[config.mk]
export PLATFORM = sky130hd
export DESIGN_NAME = serial_frame_tx
export DESIGN_NICKNAME = d
export VERILOG_FILES = /design/src/rtl/serial_frame_tx.sv
export SDC_FILE = /design/constraint.sdc
export NUM_CORES = 1
export LEC_CHECK = 0
export ABC_AREA = 0
export CAP_MARGIN = 30
export CORE_MARGIN = 2
export CORE_UTILIZATION = 46
export CTS_CLUSTER_DIAMETER = 120
export DETAILED_ROUTE_END_ITERATION = 8
export PLACE_DENSITY = 0.72
export SLEW_MARGIN = 20
export SYNTH_ARGS = -nofsm -noshare
export SYNTH_HDL_FRONTEND = slang
export SYNTH_SLANG_ARGS = --single-unit
[constraint.sdc]
create_clock -name clk -period 2.2 [get_ports clk]
set_clock_uncertainty 0.2 [all_clocks]
set_input_delay 0.44 -clock clk [delete_from_list [all_inputs] [get_ports clk]]
set_output_delay 0.44 -clock clk [all_outputs]
set_load 0.005 [all_outputs]
[src/rtl/serial_frame_tx.sv]
// -----------------------------------------------------------------------------
// serial_frame_tx
//
// Serialises a WIDTH-bit payload onto a single registered output, MSB first.
// A frame is requested with a start pulse while idle. The payload is captured
// on the accepting edge, so later changes on data never disturb a frame that
// is already in flight. Start is ignored while a frame is in progress, and no
// request is queued.
//
// Build option:
//   SERIAL_FRAME_TX_PREAMBLE_EN  When defined, every frame is preceded by the
//                                preamble 1,0,1. Busy then lasts WIDTH+3
//                                cycles. When undefined, the PRE state and
//                                its counter are not built, and busy lasts
//                                WIDTH cycles.
//
// Parameters:
//   WIDTH   payload bits per frame (legal range 2..32)
//
// Ports:
//   clk     single clock; all state updates on its rising edge
//   reset   synchronous, active-high; aborts any frame without a done pulse
//   start   frame request, sampled only in IDLE
//   data    payload, captured when start is accepted
//   x       registered serial bit stream
//   busy    high while a frame is being shifted out
//   done    one-cycle pulse in the cycle after the last frame bit
// -----------------------------------------------------------------------------
module serial_frame_tx #(
   parameter int WIDTH = 8
) (
   input  logic             clk,
   input  logic             reset,
   input  logic             start,
   input  logic [WIDTH-1:0] data,
   output logic             x,
   output logic             busy,
   output logic             done
);

   // The counter must hold the value WIDTH itself, so it gets one spare code.
   localparam int            CW   = $clog2(WIDTH + 1);
   localparam logic [CW-1:0] LAST = CW'(WIDTH);

   localparam logic [1:0] IDLE = 2'd0;
`ifdef SERIAL_FRAME_TX_PREAMBLE_EN
   localparam logic [1:0] PRE  = 2'd1;
`endif
   localparam logic [1:0] DATA = 2'd2;
   localparam logic [1:0] DONE = 2'd3;

   logic [1:0]       state;
   logic [WIDTH-1:0] shift;
   logic [CW-1:0]    cnt;    // number of payload bits already placed on x
`ifdef SERIAL_FRAME_TX_PREAMBLE_EN
   logic [1:0]       pre_cnt; // index of the preamble bit currently on x
`endif

   // NOTE: every register here, including the shift register, is cleared by
   // reset; all state is updated with non-blocking assignments, so the case
   // arms below read the values from before this edge.
   always_ff @(posedge clk) begin
      if (reset) begin
         state   <= IDLE;
         shift   <= '0;
         cnt     <= '0;
         x       <= 1'b0;
         busy    <= 1'b0;
         done    <= 1'b0;
`ifdef SERIAL_FRAME_TX_PREAMBLE_EN
         pre_cnt <= 2'd0;
`endif
      end else begin
         case (state)
            IDLE: begin
               x    <= 1'b0;
               busy <= 1'b0;
               done <= 1'b0;
               if (start) begin
                  busy <= 1'b1;
`ifdef SERIAL_FRAME_TX_PREAMBLE_EN
                  // First preamble bit goes out in the cycle after acceptance.
                  state   <= PRE;
                  shift   <= data;
                  x       <= 1'b1;
                  pre_cnt <= 2'd0;
`else
                  // The payload MSB goes straight out. It counts as bit 1.
                  state <= DATA;
                  x     <= data[WIDTH-1];
                  shift <= data << 1;
                  cnt   <= CW'(1);
`endif
               end
            end

`ifdef SERIAL_FRAME_TX_PREAMBLE_EN
            PRE: begin
               case (pre_cnt)
                  2'd0: begin
                     x       <= 1'b0;
                     pre_cnt <= 2'd1;
                  end
                  2'd1: begin
                     x       <= 1'b1;
                     pre_cnt <= 2'd2;
                  end
                  default: begin
                     // The last preamble bit is on x. Launch the payload MSB.
                     state   <= DATA;
                     x       <= shift[WIDTH-1];
                     shift   <= shift << 1;
                     cnt     <= CW'(1);
                     pre_cnt <= 2'd0;
                  end
               endcase
            end
`endif

            DATA: begin
               if (cnt == LAST) begin
                  state <= DONE;
                  x     <= 1'b0;
                  busy  <= 1'b0;
                  done  <= 1'b1;
                  cnt   <= '0;
               end else begin
                  x     <= shift[WIDTH-1];
                  shift <= shift << 1;
                  cnt   <= cnt + 1'b1;
               end
            end

            DONE: begin
               state <= IDLE;
               x     <= 1'b0;
               busy  <= 1'b0;
               done  <= 1'b0;
            end

            default: begin
               state <= IDLE;
               x     <= 1'b0;
               busy  <= 1'b0;
               done  <= 1'b0;
            end
         endcase
      end
   end

endmodule

==> key figures <==
Run status
  • Status: finished, final reports clean

Floorplanning
  • Ports: 14
  • Die height: 44.80 microns
  • Full die area: 2007 sq um
  • Starting density of the core: 49.68%
  • Row Count: 14
  • Core area: 1541 sq um
  • Die width: 44.80 microns

Pwr
  • Net Sw Frac: 25.05%
  • Leakage power: 0.3459 nW
  • Pwr/cell area: 652.5 nW/um^2
  • P_sw: 0.1526 mW
  • Power Total: 0.6091 mW
  • Combinational share of power: 15.6%
  • Max VDD drop: 462.1 uV
  • Pint: 0.4565 mW
  • Register share of total power: 52.3%
  • Clk pwr share: 32.1%

Finish
  • Area Overhead vs Synth: 21.90%
  • Layout Nets: 110
  • # diodes: 0
  • Highest-count cells in the layout ignoring fill and taps: dfxtp_1, nand2_1, clkdlybuf4s50_1, a21oi_1, a311oi_2
  • Final core utilization: 60.55%
  • Commonest non-fill, non-tap cell in the layout: dfxtp_1
  • Layout cell share with drive strength beyond 1: 15.63%

Global route
  • Initial antenna violation count: 0
  • Largest net degree at the start of global routing: 17
  • Total GRT Usage: 16.83%
  • Global route total overflow: 0
  • First-pass GRT wire length: 2470 microns
  • Vias in the first global route: 601

Timing
  • Max-slew violation count: 0
  • Hold Slack: 0.2663 ns
  • Worst-margin pin slew: 0.3938 ns
  • Period utilisation layout: 80.51%
  • Fmax: 564.6 MHz
  • Unrepaired setup endpoints after global routing: false
  • Setup TNS: 0 ns
  • Max-slew headroom: 73.69%
  • Hold Violations, Final: 0
  • Setup-failing EPs final: 0
  • Tmin final: 1.771 ns

CTS
  • CTS tree: done
  • CTS H-tree depth: 1
  • CTS buffer count: 3
  • Post-CTS Hold Fix Bufs: 0
  • TritonCTS Sinks: 16
  • Post_cts resized: 0
  • Max Buffers Root-to-Sink: 2
  • Clock Pin Slew Worst Setup and Hold Paths: 0.10 ns
  • Root Buffer: clkbuf_4
  • Clock Latency Late Sink: 0.28 ns
  • Setup bufs post-CTS: 0

Synth
  • Gate Count Post-Synth: 83
  • Mean area per synthesized cell: 9.226 sq um
  • Yosys warning total: 0
  • Primary FF master, synth: dfxtp_1
  • Ys async rst share: 0%
  • Synth cell types: 30
  • Synthesized Nets: 96
  • Yosys reg bits: 16
  • Post-synth EDFFs: 0
  • Post-synthesis sequential area ratio: 41.83%
  • Mapped cell area: 765.7 sq um

Worst setup path
  • CP Max Fanout: 2
  • Worst Path Required: 1.56 ns
  • Crit start category: register
  • Critical path endpoint category: output port
  • Critical-path top delay cell: clkdlybuf4s50_1
  • R2R Setup Slk: 0.55 ns
  • RR Startpoint: cnt[0]$_SDFFE_PP0P_
  • Worst Path Arrival: 1.13 ns
  • Crit-path cells: clkdlybuf4s50_1
  • Crit path kind: register to output port
  • Worst Reg-to-Reg Cells: 5
  • Critical path buffers and inverters: 1
  • Family with the most delay on the worst path: buffers and inverters
  • Reg2reg end: shift[3]$_SDFFE_PP0P_
  • Crit-path max cell delay: 0.50 ns

Routing
  • WL/cell: 13.95 microns
  • Via/cell ratio: 5.786
  • Routed Antenna Nets: 0
  • Drt total wl: 1562 microns
  • Total vias in the final route: 648
  • Final routed DRC violation total: 0
  • DRT iter0 DRCs: 14
  • DRT Pass-1 Iters: 4

Placement
  • Gp weighted congestion: 0.7617
  • HPWL Detailed: 1151 microns
  • Port bufs: 13

Min path
  • Worst hold stages: 2
  • Worst hold path endpoint: done$_SDFFE_PP0N_
  • Hold Crit Class: register to register
  • Hold wc startpoint: done$_SDFFE_PP0N_

Flow run
  • Max_cap viols: 0
==> worst max-delay path by stage <==
stage	cells after the start	from	end	slack [ns]
floorplan	6	cnt[0]$_SDFFE_PP0P_	shift[2]$_SDFFE_PP0P_	0.65
global placement	4	start	shift[4]$_SDFFE_PP0P_	0.29
detailed placement	4	start	shift[5]$_SDFFE_PP0P_	0.26
CTS	1	busy$_SDFFE_PP0P_	busy	0.42
global route	1	done$_SDFFE_PP0N_	done	0.39
finish	1	busy$_SDFFE_PP0P_	busy	0.43
==> sequential cells by signal (all words and copies together) (netlist names) <==
name and flops:
x 1, busy 1, shift 7, cnt 4, state 2, done 1
==> final cells by class <==
type / count / area (sq um)
fill: 146 / 608.1
multi-input combinational: 58 / 400.4
sequential: 16 / 320.3
timing repair buffer: 15 / 145.1
clock buffer: 4 / 36.28
tap: 16 / 20.02
inverter: 3 / 11.26
==> per-layer routing <==
| layer | vias up | part of all wire [%] | track usage [%] |
|---|---|---|---|
| met5 | - | 0 | 0 |
| met4 | 0 | 0 | 5.294 |
| met3 | 0 | 5.5 | 5.200 |
| met2 | 19 | 48 | 27.25 |
| met1 | 301 | 47 | 21.50 |
| li1 | 328 | - | - |
==> cells in the mapped netlist (2+ instances only) <==
cell type  number  share of area (%)
a211oi_1        2                2.0
a21oi_1         9                5.9
buf_2           3                2.0
clkbuf_1        2               0.98
dfxtp_1        16                 42
nand2_1        15                7.4
nor3_1          2                1.3
ha_1            2                3.3
nor3b_1         2                2.0
a311oi_2        6                 12
inv_1           3                1.5
nor2_1          3                1.5
==> logic make-up after synthesis <==
group | synth area share (%)
flip-flops | 41.83
AO/OA/AOI/OAI | 27.78
adder cells (fa/ha/maj) | 3.267
buffers and inverters | 5.882
AND/OR/NAND/NOR | 21.24
==> per-stage QoR <==
stage | std cells | area [sq um] | setup WS (ns)
5_1_grt | 112 | 933.4 | 0.3862
3_3_place_gp | 108 | 897.1 | 0.2927
3_5_place_dp | 108 | 897.1 | 0.2642
4_1_cts | 112 | 933.4 | 0.4220
2_1_floorplan | 83 | 765.7 | 0.6463
6_report | 112 | 933.4 | 0.4288
==> power by group through the flow <==
stage	combinational (mW)	clock (mW)	sequential, mW
final	0.0948	0.196	0.319
after global routing	0.104	0.206	0.321
after CTS	0.0957	0.198	0.319
after detailed placement	0.0952	0	0.325
after global placement	0.0932	0	0.325
after floorplan	0.0647	0	0.322
Power figures use the tool's default switching activity.
